==> src/rtl/fetch_ctrl_if.sv <==
// fetch_ctrl_if: bundle of the fetch-stage signals exchanged between
// fetch_ctrl and its neighbours (instruction unit, hazard unit, ID/EX).
//
// Signals:
//   stall              hazard unit request to hold PC and IF/ID
//   br_taken/br_target EX-stage taken branch and its word target
//   jmp/jmp_index      ID-stage J/JAL and its instr[25:0]
//   jr/jr_target       ID-stage JR/JALR and its register word target
//   halt               ID-stage halt instruction
//   instr_in           instruction word at pc (combinational from memory)
//   pc                 current fetch word address
//   if_id_instr/pc1/valid  IF/ID pipeline register
//   flush_id           combinational kill of the ID contents this cycle
//   halted             fetch is stopped until reset
//   fetch_cnt          instructions latched into IF/ID
//
// Handshake: there is no valid/ready pair here. Requests are level
// signals sampled on every rising edge; stall is a pure hold (nothing
// advances while it is high unless an EX branch overrides it), and
// if_id_valid qualifies the IF/ID contents for the consumer.
//
// Modports: slave = fetch_ctrl, master = the surrounding pipeline.
interface fetch_ctrl_if;
    logic        stall;
    logic        br_taken;
    logic [29:0] br_target;
    logic        jmp;
    logic [25:0] jmp_index;
    logic        jr;
    logic [29:0] jr_target;
    logic        halt;
    logic [31:0] instr_in;
    logic [29:0] pc;
    logic [31:0] if_id_instr;
    logic [29:0] if_id_pc1;
    logic        if_id_valid;
    logic        flush_id;
    logic        halted;
    logic [31:0] fetch_cnt;

    modport slave (
        input  stall, br_taken, br_target, jmp, jmp_index, jr, jr_target,
               halt, instr_in,
        output pc, if_id_instr, if_id_pc1, if_id_valid, flush_id, halted,
               fetch_cnt
    );

    modport master (
        output stall, br_taken, br_target, jmp, jmp_index, jr, jr_target,
               halt, instr_in,
        input  pc, if_id_instr, if_id_pc1, if_id_valid, flush_id, halted,
               fetch_cnt
    );
endinterface

==> src/rtl/fetch_ctrl.sv <==
// fetch_ctrl: fetch-stage sequencer. Owns the word-addressed PC and the
// IF/ID pipeline register; picks the next PC among sequential, EX branch,
// ID register jump and ID absolute jump; inserts bubbles on redirects and
// halt, freezes on hazard stalls.
//
// Ports:
//   clk        pipeline clock (rising edge)
//   rst        asynchronous active-high reset
//   bus        fetch_ctrl_if.slave, see the interface for signal meanings
//   dbg_state  current FSM state (0 BOOT, 1 RUN, 2 HALT) for observation
module fetch_ctrl #(
    parameter logic [29:0] RESET_PC = 30'h0
) (
    input  logic         clk,
    input  logic         rst,
    fetch_ctrl_if.slave  bus,
    output logic [1:0]   dbg_state
);

    typedef enum logic [1:0] {
        BOOT = 2'd0,
        RUN  = 2'd1,
        HALT = 2'd2
    } state_t;

    state_t      state;
    logic [29:0] pc_inc;

    // Wraps modulo 2^30 by width.
    assign pc_inc = bus.pc + 30'd1;

    // Only an EX branch kills the ID instruction; a stall merely holds it.
    assign bus.flush_id = (state == RUN) && bus.br_taken;

    assign dbg_state = state;

    always_ff @(posedge clk or posedge rst) begin
        if (rst) begin
            state           <= BOOT;
            bus.pc          <= RESET_PC;
            bus.if_id_instr <= 32'h0;
            bus.if_id_pc1   <= 30'h0;
            bus.if_id_valid <= 1'b0;
            bus.halted      <= 1'b0;
            bus.fetch_cnt   <= 32'h0;
        end else begin
            case (state)
                BOOT: begin
                    // One idle cycle so the first fetch sees a settled pc.
                    state <= RUN;
                end

                RUN: begin
                    if (bus.br_taken) begin
                        // EX is older than anything stalled in ID, so it wins.
                        bus.pc          <= bus.br_target;
                        bus.if_id_instr <= 32'h0;
                        bus.if_id_pc1   <= 30'h0;
                        bus.if_id_valid <= 1'b0;
                    end else if (bus.stall) begin
                        // Hold everything; ID requests are re-evaluated later.
                    end else if (bus.if_id_valid && bus.jr) begin
                        bus.pc          <= bus.jr_target;
                        bus.if_id_instr <= 32'h0;
                        bus.if_id_pc1   <= 30'h0;
                        bus.if_id_valid <= 1'b0;
                    end else if (bus.if_id_valid && bus.jmp) begin
                        // Region bits come from PC+1 of the jump itself.
                        bus.pc          <= {bus.if_id_pc1[29:26], bus.jmp_index};
                        bus.if_id_instr <= 32'h0;
                        bus.if_id_pc1   <= 30'h0;
                        bus.if_id_valid <= 1'b0;
                    end else if (bus.if_id_valid && bus.halt) begin
                        bus.if_id_instr <= 32'h0;
                        bus.if_id_pc1   <= 30'h0;
                        bus.if_id_valid <= 1'b0;
                        bus.halted      <= 1'b1;
                        state           <= HALT;
                    end else begin
                        bus.pc          <= pc_inc;
                        bus.if_id_instr <= bus.instr_in;
                        bus.if_id_pc1   <= pc_inc;
                        bus.if_id_valid <= 1'b1;
                        bus.fetch_cnt   <= bus.fetch_cnt + 32'd1;
                    end
                end

                HALT: begin
                    // Frozen until reset.
                end

                default: begin
                    state <= BOOT;
                end
            endcase
        end
    end

endmodule

==> src/flat_wrapper.sv <==
// flat-port wrapper written by rule: the top's interface ports become plain ports
module fetch_ctrl_flat 
#(
    parameter logic [29:0] RESET_PC = 30'h0
)
  (clk, rst, dbg_state, bus_stall, bus_br_taken, bus_br_target, bus_jmp, bus_jmp_index, bus_jr, bus_jr_target, bus_halt, bus_instr_in, bus_pc, bus_if_id_instr, bus_if_id_pc1, bus_if_id_valid, bus_flush_id, bus_halted, bus_fetch_cnt);
  fetch_ctrl_if bus_i ();
  input  logic clk;
  input  logic rst;
  output logic [1:0] dbg_state;
  input wire logic [$bits(bus_i.stall)-1:0] bus_stall;
  input wire logic [$bits(bus_i.br_taken)-1:0] bus_br_taken;
  input wire logic [$bits(bus_i.br_target)-1:0] bus_br_target;
  input wire logic [$bits(bus_i.jmp)-1:0] bus_jmp;
  input wire logic [$bits(bus_i.jmp_index)-1:0] bus_jmp_index;
  input wire logic [$bits(bus_i.jr)-1:0] bus_jr;
  input wire logic [$bits(bus_i.jr_target)-1:0] bus_jr_target;
  input wire logic [$bits(bus_i.halt)-1:0] bus_halt;
  input wire logic [$bits(bus_i.instr_in)-1:0] bus_instr_in;
  output wire logic [$bits(bus_i.pc)-1:0] bus_pc;
  output wire logic [$bits(bus_i.if_id_instr)-1:0] bus_if_id_instr;
  output wire logic [$bits(bus_i.if_id_pc1)-1:0] bus_if_id_pc1;
  output wire logic [$bits(bus_i.if_id_valid)-1:0] bus_if_id_valid;
  output wire logic [$bits(bus_i.flush_id)-1:0] bus_flush_id;
  output wire logic [$bits(bus_i.halted)-1:0] bus_halted;
  output wire logic [$bits(bus_i.fetch_cnt)-1:0] bus_fetch_cnt;
  assign bus_i.stall = bus_stall;
  assign bus_i.br_taken = bus_br_taken;
  assign bus_i.br_target = bus_br_target;
  assign bus_i.jmp = bus_jmp;
  assign bus_i.jmp_index = bus_jmp_index;
  assign bus_i.jr = bus_jr;
  assign bus_i.jr_target = bus_jr_target;
  assign bus_i.halt = bus_halt;
  assign bus_i.instr_in = bus_instr_in;
  assign bus_pc = bus_i.pc;
  assign bus_if_id_instr = bus_i.if_id_instr;
  assign bus_if_id_pc1 = bus_i.if_id_pc1;
  assign bus_if_id_valid = bus_i.if_id_valid;
  assign bus_flush_id = bus_i.flush_id;
  assign bus_halted = bus_i.halted;
  assign bus_fetch_cnt = bus_i.fetch_cnt;
  fetch_ctrl #(.RESET_PC(RESET_PC)) u_core (.clk(clk), .rst(rst), .bus(bus_i), .dbg_state(dbg_state));
endmodule
==> config.mk <==
export PLATFORM = sky130hd
export DESIGN_NAME = fetch_ctrl_flat
export DESIGN_NICKNAME = d
export VERILOG_FILES = /design/src/rtl/fetch_ctrl_if.sv /design/src/rtl/fetch_ctrl.sv /design/src/flat_wrapper.sv
export SDC_FILE = /design/constraint.sdc
export NUM_CORES = 1
export LEC_CHECK = 0
export BUFFER_PORTS_ARGS = -buffer_cell sky130_fd_sc_hd__buf_2
export CAP_MARGIN = 5
export CORE_ASPECT_RATIO = 0.5
export CORE_MARGIN = 2
export CORE_UTILIZATION = 53
export DETAILED_ROUTE_END_ITERATION = 6
export GPL_TIMING_DRIVEN = 0
export PLACE_DENSITY_LB_ADDON = 0.3
export RECOVER_POWER = 25
export SLEW_MARGIN = 25
export SYNTH_ARGS = -nofsm -noshare
export SYNTH_HDL_FRONTEND = slang
export SYNTH_SLANG_ARGS = --single-unit
==> constraint.sdc <==
create_clock -name clk -period 6.46 [get_ports clk]
set_input_delay 1.292 -clock clk [delete_from_list [all_inputs] [get_ports clk]]
set_output_delay 1.292 -clock clk [all_outputs]
set_load 0.01 [all_outputs]
After elaboration in Yosys (flattened, before gate mapping). Cells that the tools add are included.

Add/sub/neg operators: 2. Equal/unequal tests: 9. Mux-type cells: 26. Bitwise gates (word level): 6. Reductions and logical operators: 10.

Operators with widths (number): two-way mux 30 bit (10); two-way mux 32 bit (5); adder 32 x 1 -> 32 bit (second input constant) (1); adder 30 x 1 -> 30 bit (second input constant) (1); AND reduction 6 bit (3); two-way mux 2 bit (5); inequality test 2 bit (second input constant) (5); inverter 1 bit (6); one-hot mux 2 bit (3 select lines) (1); two-way mux 1 bit (5); logical AND 1 bit (4); inequality test 4 x 2 -> 1 bit (second input constant) (1); AND reduction 3 bit (1); equality test 2 x 1 -> 1 bit (second input constant) (1); equality test 2 bit (second input constant) (1); zero test 2 bit (1); inequality test 2 x 1 -> 1 bit (second input constant) (1); AND reduction 2 bit (1).

Register bits after elaboration: 128. Bits of input ports: 125. Output and inout port bits: 129. Logic and storage cells: 60.

Depth between registers and ports, before layout. Gate-level depths: netlist of run 1.

Depth in word-level cells: 7. Mapped depth: 8. Depth with buffers taken out: 6.

Worst setup path after synthesis of run 1. OpenSTA, ideal clock, no wires.

Path kind: in2out. Start: input port bus_br_taken. End: output port bus_flush_id. Data arrival time: 1891 ps. Required time: 5168 ps. Path slack: 3277 ps. Stages on the path: 3. Buffers on the path: 1. Path through: clkbuf_1 > nand2_1 > inv_1.

Word-level cells in the longest chain between the ends: 1.

RTL lines: start: declaration (line flat_wrapper.sv:12) `input wire logic [$bits(bus_i.br_taken)-1:0] bus_br_taken;`; logical AND 1 bit (line fetch_ctrl.sv:33) `assign bus.flush_id = (state == RUN) && bus.br_taken;`; end: declaration (line flat_wrapper.sv:24) `output wire logic [$bits(bus_i.flush_id)-1:0] bus_flush_id;`.

Every way passes these cells.

==> flow_metrics.env, run 1 <==
export IMPL_status="complete, but fails checks"
export IMPL_failed_checks="capacitance limit, slew limit"
export IMPL_clock_root_buffer="clkbuf_16"
export IMPL_synth_seq_cells=128
export IMPL_ys_async_sr_fraction=1.000
export IMPL_power_density_nw_per_um2=284.2
export IMPL_synth_seq_area_share=0.4924
export IMPL_max_slew_margin=-0.4869
export IMPL_wl_per_cell_um=19.83
export IMPL_multi_input_area_um2=3094
export IMPL_ios=254
export IMPL_fp_row_count=28
export IMPL_tightest_slew_ps=2218
export IMPL_final_cell_mix="252 x buf_2, 128 x dfrtp_1, 85 x nand2_1, 53 x o21ai_0, 42 x clkbuf_1"
export IMPL_arrival_ps=4290
export IMPL_slowest_delay_ps=1580
export IMPL_detail_route_antenna_nets=0
export IMPL_hold_buffers=0
export IMPL_critPathKind="input pin to async pin"
export IMPL_coreArea_um2=11880
export IMPL_place_inst=1092
export IMPL_grt_max_degree=77
export IMPL_port_buffers=252
export IMPL_yosys_area_top_type="dfrtp_1"
export IMPL_antenna_cells=0
export IMPL_hp_class="flop to flop"
export IMPL_slowest_stage="clkbuf_2"
export IMPL_register_area_um2=3203
export IMPL_yosys_cell_types_count=63
export IMPL_grt_overflow_total=0
export IMPL_drive_above_1_share=0.3087
export IMPL_syn2layout_area_growth_pct=31.64
export IMPL_syn_avg_cell_area_um2=9.651
export IMPL_postSynthCellCount=674
export IMPL_clock_latency_ps=430
export IMPL_fin_tns_setup_ps=0
export IMPL_clk_path_buf_depth=2
export IMPL_cp_depth=3
export IMPL_nets=1073
export IMPL_cts_sinks=128
export IMPL_rsz0062_at_grt="no"
export IMPL_stdcell_count=1124
export IMPL_max_clock_freq_ghz=0.2416
export IMPL_netlist_area_leader_share=0.4924
export IMPL_mostFrequentLayoutCell="buf_2"
export IMPL_first_global_vias=6491
export IMPL_critPathLaunchType="input pin"
export IMPL_ys_top_cells_by_area="dfrtp_1 49%, xnor2_1 5.4%, nand2_1 4.9%, a22o_1 4.6%, o21ai_0 4.1%"
export IMPL_fp_dieH_um=82.34
export IMPL_final_setup_viol_count=0
export IMPL_floorplan_initialDensity=0.5477
export IMPL_slew_viol_final=131
export IMPL_synth_main_ff_cell="dfrtp_1"
export IMPL_r2r_cells=6
export IMPL_vias=6841
export IMPL_cts_inserted_buffers=17
export IMPL_path_cells="clkbuf_1 -> clkinvlp_2 -> clkbuf_2"
export IMPL_crit_fanout=76
export IMPL_drt_first_pass_iters=7
export IMPL_grt_first_pass_wirelength_um=33420
export IMPL_die_x_um=160.7
export IMPL_synth_edff_count=0
export IMPL_hold_path_depth=1
export IMPL_track_usage=0.3322
export IMPL_drtIter0Drc=714
export IMPL_skew_ps=9.520
export IMPL_syn_nets=801
export IMPL_place_congestion=0.9423
export IMPL_n_fill_cell=923
export IMPL_cts_tree="yes"
export IMPL_cp_buffers_inverters=3
export IMPL_wl_um=22290
export IMPL_cts_resized=0
export IMPL_h_tree_depth=4
export IMPL_yosysWarningCount=0
export IMPL_p_leak_uw=0.004133
export IMPL_die_area_um2=13230
export IMPL_final_hold_viol_count=0
export IMPL_worst_ir_drop_vdd_v=0.0001584
export IMPL_required_ps=6610
export IMPL_drc_errors=0
export IMPL_finalWorstPathRequiredPeriod_ps=4138
export IMPL_syn_cell_area_um2=6505
export IMPL_dpl_hpwl_um=15820
export IMPL_crit_path_end_kind="async pin"
export IMPL_vias_per_cell=6.086
export IMPL_cts_setup_buffers=0
export IMPL_max_cap_violations=2
export IMPL_grt_antenna_before_repair=0
export IMPL_critPathTopFamily="buffers and inverters"
export IMPL_cts_clk_slew_worst_paths_ps=60
export IMPL_post_route_period_util=0.6406
-- logic make-up after synthesis --
kind of cell / synth area share
xor gates and xnor gates: 0.07405
AOI/OAI and AO/OA: 0.2075
muxes: 0.001731
and+or+nand+nor: 0.1868
buffers and inverters: 0.03366
DFF: 0.4924
adders and majority gates: 0.003846
-- cell type report --
cell class                 instances  share of cell area
buffer                            45             0.02075
clock buffer                      18             0.05012
clock inverter                    14             0.01695
inverter                          11            0.004968
multi-input combinational        490              0.3613
sequential                       128              0.3741
tap                              165             0.02411
timing repair buffer             253              0.1477
-- worst paths after layout --
path / slack (ps) / start / end
setup / recovery: 2320 / rst / u_core.bus.pc[17]$_DFFE_PP0P_
hold / removal: 470 / u_core.bus.halted$_DFFE_PP0P_ / u_core.bus.halted$_DFFE_PP0P_
setup reg to reg: 3580 / u_core.bus.if_id_valid$_DFFE_PP0P_ / u_core.bus.fetch_cnt[26]$_DFFE_PP0P_
hold reg to reg: 470 / u_core.bus.halted$_DFFE_PP0P_ / u_core.bus.halted$_DFFE_PP0P_
max in group clk: 2580 / bus_br_taken / bus_flush_id
min in group asynchronous: 1450 / rst / u_core.bus.if_id_instr[22]$_DFFE_PP0P_
-- stage by stage --
step	util	hold WS (ps)	worst slack [ps]	cell area [um^2]	total power, uW
final	0.7210	466.1	2322	8563	2434
after global placement	0.6713	445.5	359.8	7973	1473
after CTS	0.7230	466.0	2648	8587	2426
after global routing	0.7210	507.0	1621	8563	2528
after floorplan	-	504.1	1755	6505	1256
after detailed placement	0.6747	452.4	2669	8013	1490
-- routing by layer --
metal	wire length, um	track usage	vias up	part of all wire
met5	0	0	-	0
met2	10280	0.5474	437	0.46
met3	2482	0.07692	77	0.11
met1	8805	0.4268	3272	0.39
li1	-	-	3055	-
met4	724	0.1568	0	0.032
-- worst reg2reg max path, stage by stage (launching register included) --
cell      delay (ps)
dfrtp_1          400
clkbuf_1         230
nand2_1          360
nand4_1          530
nor4_2           880
nand4_1          200
xnor2_1          160
-- flip-flops by register name, summed over array words and instances (netlist names) --
signal,flops
u_core.bus.fetch_cnt,32
u_core.bus.if_id_instr,32
u_core.bus.if_id_pc1,30
u_core.bus.pc,30
u_core.dbg_state,2
u_core.bus.halted,1
u_core.bus.if_id_valid,1
-- cells in the mapped netlist (all sizes together), types with 3 or more instances --
master  number
o21ai       53
or3          4
and4         4
o211ai       3
a211oi       8
xnor2       40
and2         6
or4          7
nor2b        4
inv         10
o22ai       17
nand3       34
nor2        27
a32o         4
a21oi       26
dfrtp      128
o221ai       5
o31a         3
a221oi       7
nand2b       8
nor3        12
a22o        34
buf          5
a21o         5
nor4        11
a31oi        6
nand2       85
clkbuf      40
nand4       18
and3        10
o31ai        4
xor2        15
-- report_power, final --
group	leakage [uW]	switching, uW	internal [uW]
clock network	0.000279	401	542
registers	0.00166	101	885
logic	0.00219	301	203
(Power assumes the default switching activity.)
==> inputs of run 2 (changes only) <==
Settings changed: ABC_AREA from default to 1, CORE_UTILIZATION 53 to 51.
Clock period 6.46 ns to 3.88 ns, I/O delays scaled along.
==> flow_metrics.env, run 2 <==
export IMPL_drt_first_pass_iters=6
export IMPL_wl_met3_um=1821
export IMPL_antenna_cells=0
export IMPL_drtIter0Drc=711
export IMPL_wl_um=23640
export IMPL_cts_sinks=128
export IMPL_swShare=0.3715
export IMPL_status="complete, but fails checks"
export IMPL_min_delay_worst_endpoint="u_core.bus.if_id_pc1[23]$_DFFE_PP0P_"
export IMPL_vias_per_cell=5.249
export IMPL_ys_top_cells_by_area="dfrtp_1 44%, nand2_1 17%, nor2_1 8.5%, a22o_1 5.7%, inv_1 4.0%"
export IMPL_p_clk_frac=0.351
export IMPL_rsz0062_at_grt="no"
export IMPL_failed_checks="capacitance limit, slew limit"
export IMPL_clock_root_buffer="clkbuf_16"
export IMPL_syn_cell_area_um2=7325
export IMPL_required_ps=3100
export IMPL_cts_tree="yes"
export IMPL_largestRegisters="u_core.bus.fetch_cnt (32), u_core.bus.if_id_instr (32)"
export IMPL_max_cap_violations=1
export IMPL_grt_overflow_total=0
export IMPL_worstHoldStart="u_core.bus.if_id_pc1[23]$_DFFE_PP0P_"
export IMPL_skew_ps=10.73
export IMPL_critPathLaunchType="input pin"
export IMPL_drc_errors=0
export IMPL_postSynthCellCount=1003
export IMPL_critPathKind="input pin to primary output"
export IMPL_coreArea_um2=13780
export IMPL_synth_seq_cells=128
export IMPL_fp_dieH_um=88.74
export IMPL_vias=7789
export IMPL_h_tree_depth=4
export IMPL_dr_wl_met2_um=11010
export IMPL_dpl_hpwl_um=18300
export IMPL_synth_seq_area_share=0.4373
export IMPL_syn2layout_area_growth_pct=29.38
export IMPL_mostFrequentLayoutCell="nand2_1"
export IMPL_design_area_um2=9477
export IMPL_fin_tns_setup_ps=0
export IMPL_track_usage=0.3076
export IMPL_r2r_start="u_core.bus.if_id_valid$_DFFE_PP0P_"
export IMPL_die_x_um=173.5
export IMPL_met1_length_um=10260
export IMPL_final_cell_mix="340 x nand2_1, 270 x buf_2, 166 x nor2_1, 128 x dfrtp_1, 78 x inv_1"
export IMPL_die_area_um2=15390
export IMPL_first_global_vias=7141
export IMPL_power_density_nw_per_um2=487.5
export IMPL_synth_main_ff_cell="dfrtp_1"
export IMPL_max_slew_margin=-0.07632
export IMPL_syn_nets=1130
export IMPL_nets=1406
export IMPL_r2r_cells=8
export IMPL_seqPwrFrac=0.381
export IMPL_worst_ir_drop_vdd_v=0.0003492
export IMPL_clk_path_buf_depth=2
export IMPL_ys_async_sr_fraction=1.000
export IMPL_combPwrFrac=0.268
export IMPL_yosys_area_top_type="dfrtp_1"
export IMPL_p_switching_uw=1716
export IMPL_crit_top_cell="buf_2"
export IMPL_internal_power_uw=2904
export IMPL_final_setup_viol_count=0
export IMPL_yosysWarningCount=0
export IMPL_slowest_delay_ps=390
export IMPL_placed_cell_area_um2=8915
export IMPL_regToRegSetupSlack_ps=1780
export IMPL_synthMostInstantiatedCell="nand2_1"
export IMPL_p_leak_uw=0.005262
export IMPL_hold_buffers=0
export IMPL_place_congestion=1.036
export IMPL_yosys_cell_types_count=37
export IMPL_final_hold_viol_count=0
export IMPL_timing_rr_end="u_core.bus.pc[21]$_DFFE_PP0P_"
export IMPL_syn_avg_cell_area_um2=7.303
export IMPL_grt_antenna_before_repair=0
export IMPL_synth_edff_count=0
export IMPL_crit_fanout=10
export IMPL_fp_row_count=30
export IMPL_path_cells="buf_2 -> inv_2 -> buf_2 -> buf_1 -> nor3_1 -> buf_2"
export IMPL_detail_route_antenna_nets=0
export IMPL_tightest_slew_ps=1614
export IMPL_port_buffers=253
export IMPL_cp_buffers_inverters=5
export IMPL_hold_path_depth=1
export IMPL_slew_viol_final=25
export IMPL_cts_clk_slew_worst_paths_ps=60
export IMPL_cts_setup_buffers=0
export IMPL_crit_path_end_kind="primary output"
export IMPL_netlist_area_leader_share=0.4373
export IMPL_post_route_period_util=0.6924
export IMPL_ios=254
export IMPL_cts_resized=0
export IMPL_arrival_ps=1910
export IMPL_drive_above_1_share=0.2608
export IMPL_grt_first_pass_wirelength_um=36620
export IMPL_max_clock_freq_ghz=0.3722
export IMPL_floorplan_initialDensity=0.5317
export IMPL_dr_max_layer_used="met4"
export IMPL_clock_latency_ps=430
export IMPL_hp_class="flop to flop"
export IMPL_cts_inserted_buffers=17
export IMPL_critPathTopFamily="buffers and inverters"
export IMPL_finalWorstPathRequiredPeriod_ps=2686
export IMPL_wl_per_cell_um=15.93
export IMPL_slowest_stage="buf_1"
export IMPL_n_fill_cell=1174
export IMPL_synth_common_cells="339 x nand2_1, 166 x nor2_1, 128 x dfrtp_1, 79 x inv_1, 48 x a22o_1"
export IMPL_grt_max_degree=28
## run 2: area by class of cell
type | instances | area (um^2) | area share
clock buffer | 17 | 425.4 | 0.04489
timing repair buffer | 257 | 1330 | 0.1403
buffer | 37 | 175.2 | 0.01848
sequential | 128 | 3203 | 0.3380
clock inverter | 15 | 162.7 | 0.01716
tap | 192 | 240.2 | 0.02535
inverter | 83 | 312.8 | 0.03301
multi-input combinational | 755 | 3627 | 0.3828
## run 2: worst register-to-register path, cell delays in order (launching register included)
cell and delay (ps):
dfrtp_1 440, nand2_1 290, nand2_1 150, nor2_1 190, nand2_1 120, nand2_2 140, clkbuf_1 470, nand2_1 120
nand2_1 100
## run 2: worst max path at each step
stage	start	end	slack, ps	cells after the start
after global routing	rst	u_core.bus.if_id_pc1[3]$_DFFE_PP0P_	850	3
after detailed placement	bus_br_taken	bus_flush_id	1220	6
final	bus_br_taken	bus_flush_id	1190	6
after global placement	rst	u_core.bus.pc[22]$_DFFE_PP0P_	760	2
after CTS	bus_br_taken	bus_flush_id	1220	6
after floorplan	rst	u_core.bus.fetch_cnt[0]$_DFFE_PP0P_	1520	1
## run 2: routing by layer
metal  vias to the layer above  global-route usage
li1                       3740                   -
met3                        50             0.04940
met5                         -                   0
met2                       352              0.5124
met1                      3647              0.4145
met4                         0              0.1148
## run 2: cells by family (layout without fill, tap and decap cells)
family,count (synthesis),in the layout,synth area share
buffers and inverters,120,409,0.06645
flip-flops,128,128,0.4373
adder cells (fa/ha/maj),2,2,0.003416
AO/OA/AOI/OAI,123,123,0.1156
XOR/XNOR,36,36,0.04305
AND/OR/NAND/NOR,594,594,0.3341
## run 2: power by group through the flow
stage	clock network, uW	registers (uW)	logic, uW
2_1_floorplan	0	1810	645
3_3_place_gp	0	1770	1190
3_5_place_dp	0	1770	1220
4_1_cts	1620	1750	1230
5_1_grt	1700	1790	1370
6_report	1620	1760	1240
## run 2: per-stage QoR
step           power, uW  cells  utilization  setup slack (ps)  hold slack (ps)
3_5_place_dp        2997   1452       0.6471              1217            460.5
3_3_place_gp        2952   1448       0.6413             755.2            446.2
4_1_cts             4609   1484       0.6898              1217            418.7
5_1_grt             4853   1484       0.6879             853.9            500.4
2_1_floorplan       2458   1003            -              1523            500.4
6_report            4620   1484       0.6879              1194            475.5
